$ cat src/rtl/demux_pkg.sv
// Shared types and default parameters for the slot-router demultiplexer.
package demux_pkg;

    localparam int N_OUT_DEF = 31;
    localparam int W_DEF     = 2;
    localparam int SEL_W_DEF = 5;
    localparam int ERRCNT_W  = 8;

    typedef enum logic {
        SLOT_EMPTY = 1'b0,
        SLOT_FULL  = 1'b1
    } slot_state_t;

endpackage

$ cat src/rtl/demux_slot.sv
// One output holding slot: a data register plus its EMPTY/FULL occupancy FSM.
//
//   state      | meaning
//   -----------+-----------------------------------------------------------
//   SLOT_EMPTY | no unconsumed beat; a write fills the slot
//   SLOT_FULL  | beat held until acked; write + same-cycle ack replaces it
module demux_slot
    import demux_pkg::*;
#(
    parameter int W = W_DEF
) (
    input  logic         clk,
    input  logic         rst,
    input  logic         wr_en,
    input  logic [W-1:0] wr_data,
    input  logic         ack,
    output logic         valid,
    output logic [W-1:0] data
);

    slot_state_t  state_q, state_d;
    logic [W-1:0] data_q, data_d;

    // State and data registers; reset empties the slot at once, without a clock.
    always_ff @(posedge clk or posedge rst) begin
        if (rst) begin
            state_q <= SLOT_EMPTY;
            data_q  <= '0;
        end else begin
            state_q <= state_d;
            data_q  <= data_d;
        end
    end

    // Next-state: a write always wins over an ack, so write+ack keeps the slot full.
    always_comb begin
        state_d = state_q;
        data_d  = data_q;
        case (state_q)
            SLOT_EMPTY: begin
                if (wr_en) begin
                    state_d = SLOT_FULL;
                    data_d  = wr_data;
                end
            end
            SLOT_FULL: begin
                if (wr_en) begin
                    data_d = wr_data;
                end else if (ack) begin
                    state_d = SLOT_EMPTY;
                end
            end
            default: state_d = SLOT_EMPTY;
        endcase
    end

    assign valid = (state_q == SLOT_FULL);
    assign data  = data_q;

endmodule

$ cat src/rtl/demux_slot_router.sv
// Registered 1-to-N_OUT demultiplexer with per-slot backpressure.
// Out-of-range selects are accepted, discarded and flagged on drop_pulse.
// Optional build macro DEMUX_ERRCNT_EN adds a saturating drop counter (err_cnt).
module demux_slot_router
    import demux_pkg::*;
#(
    parameter int N_OUT = N_OUT_DEF,
    parameter int W     = W_DEF,
    parameter int SEL_W = SEL_W_DEF
) (
    input  logic               clk,
    input  logic               rst,
    input  logic               in_valid,
    output logic               in_ready,
    input  logic [SEL_W-1:0]   in_sel,
    input  logic [W-1:0]       in_data,
    output logic [N_OUT*W-1:0] out_data,
    output logic [N_OUT-1:0]   out_valid,
    input  logic [N_OUT-1:0]   out_ack,
    output logic               drop_pulse
`ifdef DEMUX_ERRCNT_EN
    ,
    output logic [ERRCNT_W-1:0] err_cnt
`endif
);

    logic [N_OUT-1:0] sel_hit;
    logic [N_OUT-1:0] wr_en;
    logic             sel_in_range;
    logic             accept;
    logic             drop;
    logic             drop_pulse_q, drop_pulse_d;

    // Select decode and ready mux; purely combinational from in_sel/out_ack.
    always_comb begin
        sel_hit = '0;
        for (int k = 0; k < N_OUT; k++) begin
            sel_hit[k] = (in_sel == SEL_W'(k));
        end
        sel_in_range = |sel_hit;
        in_ready     = sel_in_range ? |(sel_hit & (~out_valid | out_ack)) : 1'b1;
        accept       = in_valid & in_ready;
        wr_en        = accept ? sel_hit : '0;
        drop         = accept & ~sel_in_range;
        drop_pulse_d = drop;
    end

    for (genvar k = 0; k < N_OUT; k++) begin : g_slot
        demux_slot #(.W(W)) u_slot (
            .clk     (clk),
            .rst     (rst),
            .wr_en   (wr_en[k]),
            .wr_data (in_data),
            .ack     (out_ack[k]),
            .valid   (out_valid[k]),
            .data    (out_data[k*W +: W])
        );
    end

    // Drop flag registered so it shows for the cycle after the discarded beat.
    always_ff @(posedge clk or posedge rst) begin
        if (rst) drop_pulse_q <= 1'b0;
        else     drop_pulse_q <= drop_pulse_d;
    end

    assign drop_pulse = drop_pulse_q;

`ifdef DEMUX_ERRCNT_EN
    logic [ERRCNT_W-1:0] err_cnt_q, err_cnt_d;

    // Saturating drop counter; only reset clears it.
    always_comb begin
        err_cnt_d = err_cnt_q;
        if (drop && (err_cnt_q != '1)) err_cnt_d = err_cnt_q + 1'b1;
    end

    // Counter register.
    always_ff @(posedge clk or posedge rst) begin
        if (rst) err_cnt_q <= '0;
        else     err_cnt_q <= err_cnt_d;
    end

    assign err_cnt = err_cnt_q;
`endif

endmodule

$ cat config.mk
export PLATFORM = sky130hd
export DESIGN_NAME = demux_slot_router
export DESIGN_NICKNAME = d
export VERILOG_FILES = /design/src/rtl/demux_pkg.sv /design/src/rtl/demux_slot.sv /design/src/rtl/demux_slot_router.sv
export SDC_FILE = /design/constraint.sdc
export NUM_CORES = 1
export LEC_CHECK = 0
export CAP_MARGIN = 20
export CORE_MARGIN = 3
export CORE_UTILIZATION = 45
export CTS_BUF_LIST = sky130_fd_sc_hd__clkbuf_4
export CTS_CLUSTER_DIAMETER = 30
export DETAILED_ROUTE_END_ITERATION = 8
export PLACE_DENSITY = 0.75
export SLEW_MARGIN = 10
export SYNTH_ARGS = -nofsm -noshare
export SYNTH_HDL_FRONTEND = slang
export SYNTH_SLANG_ARGS = --single-unit
$ cat constraint.sdc
create_clock -name clk -period 5.7 [get_ports clk]
set_input_delay 1.14 -clock clk [delete_from_list [all_inputs] [get_ports clk]]
set_output_delay 1.14 -clock clk [all_outputs]
set_load 0.05 [all_outputs]
# Yosys cells after proc, flatten, opt, wreduce, memory -nomap -nowiden
# Index checks and enable logic that the tools add are counted.
# Widths: inputs -> output; s select.
# totals
out_inout_bits	95
inputBits	41
reg_bits	94
# classes
n_eq_ne	30
n_bitwise	37
n_reduce_logical	3
n_mux	157
# ops
operator	count
$mux 1	94
$eq 5x5->1 const B	15
$mux 2	31
$pmux 1 s2	31
$reduce_or 31->1	2
$eq 5x4->1 const B	8
$not 1->1	32
$and 31x31->31	1
$mux 31	1
$not 31->31	1
$or 31x31->31	1
$eq 5x3->1 const B	4
$eq 5x2->1 const B	2
$eq 5x1->1 const B	1
$logic_not 5->1	1
$and 1x1->1	2

# Depth between registers and ports, before layout
# logic_depth
ltp_word	9
depth_mapped	10
mapped_depth_nobuf	6

# Modules after synthesis
# From an unflattened synthesis, not the netlist that was laid out.
# hier_totals
hier_cells	379
area_unflattened_um2	4330.4
# modules_own_cells
mod	instances	area_each_um2	seq_area_each_um2	cells_per_inst
demux_slot	31	113.9	75.1	8
demux_slot_router	1	800.8	25.0	131

# Worst setup path before layout
# No wires, ideal clock.
# synth_path
path_type	input to output
from	input port in_sel[4]
to	output port in_ready
setup_slack_ps	1543
arrival_time_ps	3017
stages	9
path_buffers	3
cell_sequence	buf_2 > or3b_1 > a311o_1 > a31oi_1 > nor4_2 > buf_4 > and2_1 > buf_2 > inv_1
# synth_via
elab_chain_len	4
word_cells_on_any_way	35
cone_classes	30 x eq/ne; 1 x mux; 1 x bitwise; 3 x reduce/logical
# synth_lines
item	line_no	text
start: declaration	demux_slot_router.sv:15	input logic [SEL_W-1:0] in_sel,
$eq 5x1->1, or another cell as far along	demux_slot_router.sv:38	sel_hit[k] = (in_sel == SEL_W'(k));
$and 31x31->31	demux_slot_router.sv:41	in_ready = sel_in_range ? |(sel_hit & (~out_valid | out_ack)) : 1'b1;
$reduce_or 31->1	demux_slot_router.sv:41	
$mux 1 *	demux_slot_router.sv:41	
end: declaration	demux_slot_router.sv:14	output logic in_ready,
# Mark *: on every way between the ends. The rest lies on a longest branch, timed or not.

# Worst setup path after layout
# layout_path
from	input port in_sel[2]
to	output port in_ready
# The elaborated chain is that of the path after synthesis.

==> results.yml <==
status:
  status: "completed"
timing:
  whs_ns: 0.521
  period_share_pct: 90.2
  finalCriticalPeriod_ns: 5.14
  max_slew_margin_pct: 37.4
  timing.fmax_mhz: 194
  tns_ns: 0
  final-setup-viol-count: 0
  hold_viol_final: 0
  slew_viol_final: 0
  finalClockSkew_ns: 0.00825
  worst_pin_slew_ns: 0.937
  rsz0062_at_grt: "no"
clocking:
  cts_htree_levels: 3
  cts_tree: "built"
  cts_buffers: 9
  cts_resized: 0
  cts-root-buf: "clkbuf_4"
  clock_path_buffers: 2
  cts_hold_buf: 0
  clk_pin_slew_ns: 0.13
  cts_setup_buffers: 0
  clkSinkCount: 94
  clk_latency_ns: 0.44
synth:
  synth_area_um2: 4650
  synth_seq_area_share_pct: 50.6
  avgSynthCellArea_um2: 12.3
  synth_edf_count: 0
  synth-seq-cells: 94
  synth_cell_types: 37
  syn_inst: 379
  yosysWarnings: 0
  synth_flop_cell: "dfrtp_1"
  async_reset_ff_share_pct: 100
  syn_nets: 420
worst_setup_path:
  cp.arrival_ns: 4.00
  criticalPathCategory: "in2out"
  crit_path_start_kind: "input pin"
  crit_fanout: 20
  crit_chain: "clkdlybuf4s50_1, nor2b_1, nand2_1, a311oi_1, nor4_4, and2_1, inv_1, buf_4"
  cp-end-kind: "primary output"
  cp_slowest_cell: "clkdlybuf4s50_1"
  path_buf_inv: 3
  worstPathRequired_ns: 4.56
  max_stage_delay_ns: 0.90
  critPathTopFamily: "buffers and inverters"
routing:
  dr.first_iter.drc_count: 172
  viasPerCell: 5.42
  avgRoutedWirePerCell_um: 19.8
  routed_wl_um: 12100
  dr_total_vias: 3320
  drtPass1Iterations: 5
  drc: 0
  final_antenna_net_count: 0
place:
  port_buffers: 135
  gp_congestion: 0.932
  place_hpwl_um: 8900
grt:
  grt_usage_pct: 21.5
  antenna_found_initial: 0
  grt_pass1_vias: 3548
  grt_overflow_total: 0
  grt_max_degree: 55
  grt_pass1_wl_um: 19100
floorplanning:
  row_count: 36
  coreArea_um2: 9910
  start_util_pct: 46.9
  die-area_um2: 11600
  io_pins: 136
  die_y_um: 108
  dieWidth_um: 108
min_path:
  hold_class: "reg2reg"
cells_and_area:
  antenna_cells: 0
  drive_gt1_share_pct: 23.5
  areaGrowthSynthToFinish_pct: 28.8
  nets: 516
power_and_ir_drop:
  ir_drop_v: 0.000215
  finalPower_mw: 1.87
  p_per_area_nw_per_um2: 312
  power_leakage_nw: 2.51
flow_run:
  maxCapViolCount: 0
[per-stage QoR]
| step | area, um^2 | util [%] | setup slack [ns] | std cells |
|---|---|---|---|---|
| floorplan | 4650 | - | 1.54 | 379 |
| CTS | 5960 | 60.2 | 0.585 | 611 |
| global route | 5990 | 60.4 | 0.369 | 613 |
| finish | 5990 | 60.4 | 0.557 | 613 |
| detailed placement | 5850 | 59.1 | 0.599 | 595 |
| global placement | 5850 | 59.1 | 0.680 | 595 |
[routing by layer]
layer | vias to the layer above | global-route usage [%] | routed length, um
met5 | - | 0 | 0
met4 | 0 | 7.30 | 205
met3 | 16 | 6.96 | 1080
met2 | 142 | 32.5 | 5550
met1 | 1625 | 29.3 | 5290
li1 | 1537 | - | -
[report_power, final]
group	internal (mW)	switching [mW]
combinational	0.261	0.489
clock	0.0863	0.221
sequential	0.757	0.0490
[Yosys cell counts (5+ instances only)]
master,instances,area [um^2]
dfrtp_1,94,2350
mux2_2,62,698
buf_4,36,270
a211oi_2,28,350
nand2b_1,20,125
o31ai_1,19,143
nand2_1,16,60.1
inv_1,15,56.3
a21o_1,10,75.1
buf_2,9,45.0
clkbuf_1,9,33.8
nor2b_1,8,50.1
nand3b_1,6,45.0
o2111ai_1,5,43.8
[cell usage in the layout, fill, tap and decap left out, drive strengths merged, types with 3 or more instances in the layout]
cell	count
dfrtp	94
inv	14
clkdlybuf4s50	134
nand3b	6
clkbuf	9
nand2	16
nand2b	20
nor2b	8
nor2	4
o2111ai	5
a32oi	3
a21o	10
and2	3
mux2	62
a211oi	32
nor4b	3
buf	6
o31ai	19
clkinv	7
a21oi	3
[final timing paths]
check,start,endpoint,slack [ns],cells after the start
min reg2reg,g_slot[8].u_slot.data[1],g_slot[8].u_slot.data[1],0.52,1
max reg2reg,g_slot[9].u_slot.valid,g_slot[30].u_slot.data[0],2.78,7
min,g_slot[8].u_slot.data[1],g_slot[8].u_slot.data[1],0.52,1
min in group asynchronous,rst,g_slot[8].u_slot.data[0],1.09,2
max,in_sel[2],in_ready,0.56,8
max in group asynchronous,rst,g_slot[20].u_slot.valid,3.50,3
[registers in the layout, summed over array words and instances (netlist names)]
name                 flops
g_slot.u_slot.valid     31
drop_pulse               1
g_slot.u_slot.data      62
[final cells by class]
class	count	area, um^2
Sequential cell	94	2350
Inverter	15	57.6
Clock inverter	7	41.3
Clock buffer	9	67.6
Fill cell	828	3920
Timing Repair Buffer	140	1400
Multi-Input combinational cell	215	1900
Tap cell	133	166
[logic make-up (layout without fill, tap and decap cells)]
family	after synthesis	after routing	share of synthesized area, %
buf+inv	70	171	8.80
compound gates	83	83	16.7
simple gates	70	70	8.93
mux	62	62	15.0
flops	94	94	50.6
Note: power is estimated with default switching activity, not from simulation.
